`src/rtl/approx_mac_acc.sv`:
```
// approx_mac_acc: accumulates a fixed-length group of unsigned 8-bit product
// terms (one per input handshake) into an ACC_W-bit sum, then holds the group
// result on an output handshake until it is consumed.
// Optional build macro APPROX_MAC_ACC_SATURATE_EN: when defined, an addition
// that carries out clamps the sum to all-ones; otherwise the sum wraps.
// In both builds the sticky overflow flag records any carry within the group.
// Handshakes: a transfer happens on a cycle where valid && ready; ready and
// valid are decoded from the state register only, so no input reaches an
// output combinationally.
module approx_mac_acc #(
    parameter int ACC_W = 16,
    parameter int LEN   = 8,
    localparam int CNT_W = $clog2(LEN + 1)
) (
    input  logic             clk,
    input  logic             rst,
    input  logic             in_valid,
    output logic             in_ready,
    input  logic [7:0]       in_z,
    input  logic             in_last,
    output logic             out_valid,
    input  logic             out_ready,
    output logic [ACC_W-1:0] out_acc,
    output logic [CNT_W-1:0] out_count,
    output logic             out_ovf
);

    typedef enum logic [1:0] {
        IDLE  = 2'd0,
        ACCUM = 2'd1,
        HOLD  = 2'd2
    } state_t;

    state_t           state_q, state_d;
    logic [ACC_W-1:0] acc_q, acc_d;
    logic [CNT_W-1:0] count_q, count_d;
    logic             ovf_q, ovf_d;

    logic             in_fire;
    logic             out_fire;
    logic [ACC_W:0]   sum_ext;
    logic             carry;
    logic [ACC_W-1:0] add_res;
    logic [CNT_W-1:0] count_inc;

    assign in_ready  = (state_q == IDLE) || (state_q == ACCUM);
    assign out_valid = (state_q == HOLD);
    assign in_fire   = in_valid && in_ready;
    assign out_fire  = out_valid && out_ready;

    assign out_acc   = acc_q;
    assign out_count = count_q;
    assign out_ovf   = ovf_q;

    // Zero-extended add of the new term; carry-out drives overflow/clamping.
    always_comb begin
        sum_ext   = {1'b0, acc_q} + (ACC_W + 1)'(in_z);
        carry     = sum_ext[ACC_W];
        count_inc = count_q + CNT_W'(1);
`ifdef APPROX_MAC_ACC_SATURATE_EN
        add_res   = carry ? {ACC_W{1'b1}} : sum_ext[ACC_W-1:0];
`else
        add_res   = sum_ext[ACC_W-1:0];
`endif
    end

    // Next-state and datapath update; everything holds unless a transfer fires.
    always_comb begin
        state_d = state_q;
        acc_d   = acc_q;
        count_d = count_q;
        ovf_d   = ovf_q;
        unique case (state_q)
            IDLE: begin
                if (in_fire) begin
                    acc_d   = ACC_W'(in_z);
                    count_d = CNT_W'(1);
                    ovf_d   = 1'b0;
                    state_d = ((LEN == 1) || in_last) ? HOLD : ACCUM;
                end
            end
            ACCUM: begin
                if (in_fire) begin
                    acc_d   = add_res;
                    count_d = count_inc;
                    ovf_d   = ovf_q | carry;
                    if ((count_inc == CNT_W'(LEN)) || in_last) begin
                        state_d = HOLD;
                    end
                end
            end
            HOLD: begin
                if (out_fire) begin
                    acc_d   = '0;
                    count_d = '0;
                    ovf_d   = 1'b0;
                    state_d = IDLE;
                end
            end
            default: begin
                acc_d   = '0;
                count_d = '0;
                ovf_d   = 1'b0;
                state_d = IDLE;
            end
        endcase
    end

    // State and datapath registers; reset discards any partial or held group.
    always_ff @(posedge clk) begin
        if (rst) begin
            state_q <= IDLE;
            acc_q   <= '0;
            count_q <= '0;
            ovf_q   <= 1'b0;
        end else begin
            state_q <= state_d;
            acc_q   <= acc_d;
            count_q <= count_d;
            ovf_q   <= ovf_d;
        end
    end

endmodule

```
`config.mk`:
```
export PLATFORM = sky130hd
export DESIGN_NAME = approx_mac_acc
export DESIGN_NICKNAME = d
export VERILOG_FILES = /design/src/rtl/approx_mac_acc.sv
export SDC_FILE = /design/constraint.sdc
export NUM_CORES = 1
export LEC_CHECK = 0
export ABC_AREA = 1
export ABC_CLOCK_PERIOD_IN_PS = 2700
export BUFFER_PORTS_ARGS = -buffer_cell sky130_fd_sc_hd__buf_2
export CAP_MARGIN = 20
export CORE_UTILIZATION = 40
export DETAILED_ROUTE_END_ITERATION = 6
export PLACE_DENSITY = 0.62
export SLEW_MARGIN = 10
export SYNTH_ARGS = -nofsm -noshare
export SYNTH_HDL_FRONTEND = slang
export SYNTH_SLANG_ARGS = --single-unit
export TNS_END_PERCENT = 1
```
`constraint.sdc`:
```
create_clock -name clk -period 2.7 [get_ports clk]
set_input_delay 0.27 -clock clk [delete_from_list [all_inputs] [get_ports clk]]
set_output_delay 0.27 -clock clk [all_outputs]
set_load 0.05 [all_outputs]
```
==> impl_metrics.ini, run 1 <==
[die]
die_height_um = 63.5
die_x_um = 63.5
num_io_pins = 36
rows = 21
dieArea_sq_mm = 0.00403
core_sq_mm = 0.00347
start_util_pct = 43.6

[route]
wl_um = 3600
vias = 1582
antenna_left = 0
drt_iter0_drc = 76
dr.pass1.iters = 4
wire_per_inst_um = 11.3
drc = 0
viasPerCell = 4.94

[grt]
grt_pass1_vias = 1433
grt_overflow = 0
antenna_found_initial = 0
grt_first_pass_wirelength_um = 6380
grt_start_max_net_pins = 25
grt.total_usage_pct = 19.8

[layout]
layout.cells.non_filler = 320
num_antenna_cells = 0
areaGrowthSynthToFinish_pct = 17.5
nFillCells = 398
drive_above_1_share_pct = 17.2
nets = 298
final_cell_area_sq_mm = 0.00178
fin_util_pct = 51.2

[setup_path]
cp_slowest_cell = fa_1
r2r_setup_slack_ns = 0.80
worst-path-max-fanout = 8
worstSetupStartpointType = flip-flop
critPathMaxStageDelay_ns = 0.41
required_ns = 2.87
cp.arrival_ns = 2.08
crit_chain = ha_1, fa_1, nand3_1, nand2_1, nand2_1, nand3_1, nand3_1, nand2_1, nand2_1, nor2_1
path_depth = 10
critical_path_buf_inv_count = 0
worstSetupPathType = reg2reg
crit_family = simple AND/OR/NAND/NOR gates
r2r_cells = 10
crit_top_cell = nand2_1
setup.worst_path.end_class = flip-flop

[synth]
synth.distinct_cells = 24
yosys_warnings = 0
netlist_instances = 238
ys_seq_area_share_pct = 30.4
synth_seq_cells = 23
syn_nets = 261
syn_avg_cell_area_sq_um = 6.36
mappedNetlistArea_sq_mm = 0.00151

[power]
p_total_mw = 1.07
vdd_ir_drop_max_mv = 0.278
leakage_nw = 0.874
power_density_mw_per_mm2 = 601

[clock_tree]
cts_tree = yes
cts_root_buffer = clkbuf_8
clockBufferDepth = 2
cts_buffers = 3
clk_latency_ns = 0.27
clk_pin_slew_ns = 0.09
postCtsSetupRepairBufs = 0
htree_levels = 1
cts_resized = 0
cts.sinks = 23
hold_buffers = 0

[timing]
max_freq_ghz = 0.525
skew_ns = 0.00260
fin_crit_ns = 1.90
holdWs_ns = 0.228
slew_violations = 0
rsz0062_at_grt = no
worstMarginPinSlew_ns = 0.781
fin_ws_ns = 0.795
tns_ns = 0
setup_viol = 0
finalCritPeriodShare_pct = 70.5
slew_headroom_pct = 47.7
finalHoldViolations = 0

[placed_design]
pre_cts_ws_ns = 0.730
place_congestion = 0.774
place_inst = 316
post-dp-hpwl_um = 2710
place.port_buffers = 35
place_area_sq_mm = 0.00173

[min_path]
whs_path_depth = 2
hp-class = in2reg

[job]
max_cap_viol_count = 0

[status]
status = complete, no violations
## cell type report
cell class	instances	area (sq um)	area share, %
clock buffers	3	41.3	2.32
well taps	46	57.6	3.24
inverters	31	116	6.55
clock inverters	1	5.00	0.282
multi-input cells	181	921	51.8
repair buffers	35	175	9.86
flip-flops and latches	23	460	25.9
## kinds of logic after synthesis
| family | synth area share [%] |
|---|---|
| AO/OA/AOI/OAI | 13.6 |
| XOR/XNOR | 1.74 |
| adder cells (fa/ha/maj) | 8.77 |
| buffers and inverters | 8.68 |
| AND/OR/NAND/NOR | 36.8 |
| flip-flops | 30.4 |
## registers in the layout (all words and copies together) (netlist names)
signal / flops
state_q: 2
out_ovf: 1
out_count: 4
out_acc: 16
## Yosys cell counts
cell type	count	share of area [%]
inv_1	27	6.7
nor3_1	2	0.66
nand3_1	27	8.9
buf_2	3	0.99
o21ai_1	8	2.6
a21oi_1	25	8.3
a31oi_1	3	1.2
fa_1	1	1.3
nand2_2	1	0.41
inv_2	4	0.99
nor2_2	1	0.41
xnor2_1	1	0.58
o211ai_1	1	0.50
or2_2	1	0.41
a221oi_1	1	0.58
o21ai_0	1	0.33
ha_1	9	7.4
nand3b_1	3	1.5
xor2_1	2	1.2
nand2_1	67	17
nor2_1	22	5.5
dfxtp_1	23	30
nand4_1	4	1.7
nor2_4	1	0.74
## metal layers
metal / wire, um / global-route usage, % / vias up / part of all wire [%]
met3: 166 / 5.25 / 4 / 4.6
met1: 1870 / 26.0 / 690 / 52
met5: 0 / 0 / - / 0
met2: 1530 / 32.2 / 38 / 42
met4: 32 / 4.55 / 0 / 0.89
li1: - / - / 850 / -
## cell usage in the layout, fill, tap and decap left out, drive strengths merged
master	Yosys	layout
fa	1	1
clkbuf	0	3
nor2	24	24
a221oi	1	1
nor3	2	2
o211ai	1	1
clkinv	0	1
nand2	68	68
ha	9	9
xor2	2	2
nand4	4	4
buf	3	35
o21ai	9	9
dfxtp	23	23
inv	31	31
a21oi	25	25
xnor2	1	1
or2	1	1
a31oi	3	3
nand3	27	27
nand3b	3	3
## where the power goes
group | switching (mW) | total [mW] | internal, mW
Sequential | 0.0296 | 0.398 | 0.369
Clock | 0.122 | 0.225 | 0.103
Combinational | 0.318 | 0.444 | 0.125
## worst paths after layout
check,end,start
worst max-delay path,out_acc[14],out_acc[0]
worst min-delay path,out_count[3],rst
worst max register to register,out_acc[14],out_acc[0]
worst min register to register,out_ovf,out_ovf
Note: power is estimated with default switching activity, not from simulation.
==> run 2: changes to the inputs <==
--- a/config.mk
+++ b/config.mk
@@ -6,12 +6,12 @@
 export NUM_CORES = 1
 export LEC_CHECK = 0
 export ABC_AREA = 1
-export ABC_CLOCK_PERIOD_IN_PS = 2700
+export ABC_CLOCK_PERIOD_IN_PS = 1650
 export BUFFER_PORTS_ARGS = -buffer_cell sky130_fd_sc_hd__buf_2
 export CAP_MARGIN = 20
 export CORE_UTILIZATION = 40
 export DETAILED_ROUTE_END_ITERATION = 6
-export PLACE_DENSITY = 0.62
+export PLACE_DENSITY = 0.65
 export SLEW_MARGIN = 10
 export SYNTH_ARGS = -nofsm -noshare
 export SYNTH_HDL_FRONTEND = slang
==> constraint.sdc (replaced) <==
create_clock -name clk -period 1.65 [get_ports clk]
set_input_delay 0.165 -clock clk [delete_from_list [all_inputs] [get_ports clk]]
set_output_delay 0.165 -clock clk [all_outputs]
set_load 0.05 [all_outputs]
==> impl_metrics.ini, run 2 (same netlist as run 1, synthesis figures left out) <==
[status]
status = complete, no violations

[layout]
most-common-layout-cells = nand2_1, buf_2, inv_1
final_cell_area_sq_mm = 0.00196
areaGrowthSynthToFinish_pct = 29.8
drive_above_1_share_pct = 27.2
largest_reg_flops = 16
fin_util_pct = 56.6
num_antenna_cells = 0
nets = 307
layout.cells.non_filler = 329
final_common_cell = nand2_1

[power]
switchingPower_mw = 0.800
power_frac_seq_pct = 35.4
power.share.clock_pct = 19.6
internal_power_mw = 1.07
p_sw_share_pct = 42.9
comb_power_share_pct = 45.0
leakage_nw = 0.940
power_density_mw_per_mm2 = 951
vdd_ir_drop_max_mv = 0.731
p_total_mw = 1.87

[clock_tree]
cts_root_buffer = clkbuf_8
clk_latency_ns = 0.27
htree_levels = 1
cts_buffers = 3
cts.sinks = 23
clk_pin_slew_ns = 0.08
clockBufferDepth = 2
hold_buffers = 0
cts_tree = yes

[die]
start_util_pct = 43.6
die_height_um = 63.5
num_io_pins = 36
rows = 21
die_x_um = 63.5
dieArea_sq_mm = 0.00403
core_sq_mm = 0.00347

[timing]
tns_ns = 0
skew_ns = 0.00869
fin_ws_ns = 0.0577
slew_headroom_pct = 68.0
finalCritPeriodShare_pct = 96.5
max_freq_ghz = 0.628
holdWs_ns = 0.138
worstMarginPinSlew_ns = 0.476
fin_crit_ns = 1.59
slew_violations = 0
setup_viol = 0
finalHoldViolations = 0

[placed_design]
pre_cts_ws_ns = -0.0474
place_area_sq_mm = 0.00181
place.port_buffers = 35
place_congestion = 0.799
post-dp-hpwl_um = 2820
place_inst = 323

[setup_path]
r2r_setup_slack_ns = 0.06
setup.worst_path.end_class = flip-flop
crit_start = out_acc[0]
worst-path-max-fanout = 8
worst_r2r_startpoint = out_acc[0]
cp_slowest_cell = fa_2
cp.arrival_ns = 1.76
crit_chain = ha_4, fa_2, nand3_2, nand2_2, nand2_2, nand3_4, nand3_2, nand2_1, nand2_1, nor2_1
worstSetupPathType = reg2reg
r2r_cells = 10
path_depth = 10
required_ns = 1.82
crit_family = simple AND/OR/NAND/NOR gates
r2r_end = out_acc[14]
endpoint = out_acc[14]
worstSetupStartpointType = flip-flop
critical_path_buf_inv_count = 0
critPathMaxStageDelay_ns = 0.37

[route]
viasPerCell = 5.02
wl_um = 3820
vias = 1652
wire_per_inst_um = 11.6
antenna_left = 0
drc = 0
dr.pass1.iters = 4
drt_iter0_drc = 71

[grt]
grt_overflow = 0
grt.total_usage_pct = 20.3
antenna_found_initial = 0
grt_pass1_vias = 1502
grt_start_max_net_pins = 18
grt_first_pass_wirelength_um = 6540

[min_path]
hp-class = in2reg
min_from = rst
whs_path_depth = 2

[job]
max_cap_viol_count = 0
==> run 2: cell types whose count changed in the layout (fill, tap and decap cells not counted), sizes merged <==
cell	change
clkbuf	+1
clkinv	-1
buf	+9
==> run 2: per-layer routing <==
metal / part of all wire (%) / up-vias / track usage, % / routed length (um)
li1: - / 870 / - / -
met4: 0.60 / 0 / 3.69 / 23
met5: 0 / - / 0 / 0
met1: 50 / 749 / 26.7 / 1900
met3: 3.1 / 2 / 3.80 / 117
met2: 47 / 31 / 34.4 / 1780
==> run 2: repair_timing <==
action / in CTS / in global routing
gates resized for setup: 3 / 16
pin swaps: 0 / 4
endpoints found under the setup margin: 5 / 9
setup buffers: 0 / 2
==> run 2: worst min path at each step <==
| stage | end | slack, ns |
|---|---|---|
| floorplan | out_acc[0] | 0.23 |
| global placement | out_acc[0] | 0.42 |
| detailed placement | out_acc[0] | 0.43 |
| CTS | out_acc[0] | 0.14 |
| global route | out_acc[1] | 0.14 |
| finish | out_acc[0] | 0.14 |
==> run 2: power by group through the flow <==
| stage | combinational (mW) | clock [mW] | sequential [mW] |
|---|---|---|---|
| 3_5_place_dp | 0.777 | 0 | 0.667 |
| 6_report | 0.840 | 0.366 | 0.661 |
| 4_1_cts | 0.788 | 0.375 | 0.655 |
| 3_3_place_gp | 0.775 | 0 | 0.666 |
| 2_1_floorplan | 0.432 | 0 | 0.800 |
| 5_1_grt | 0.936 | 0.405 | 0.669 |
==> run 2: cell type report <==
| class | count | area (sq um) |
|---|---|---|
| repair buffers | 44 | 255 |
| multi-input cells | 181 | 1020 |
| flip-flops and latches | 23 | 465 |
| fillers | 362 | 1510 |
| well taps | 46 | 57.6 |
| inverters | 31 | 116 |
| clock buffers | 4 | 45.0 |
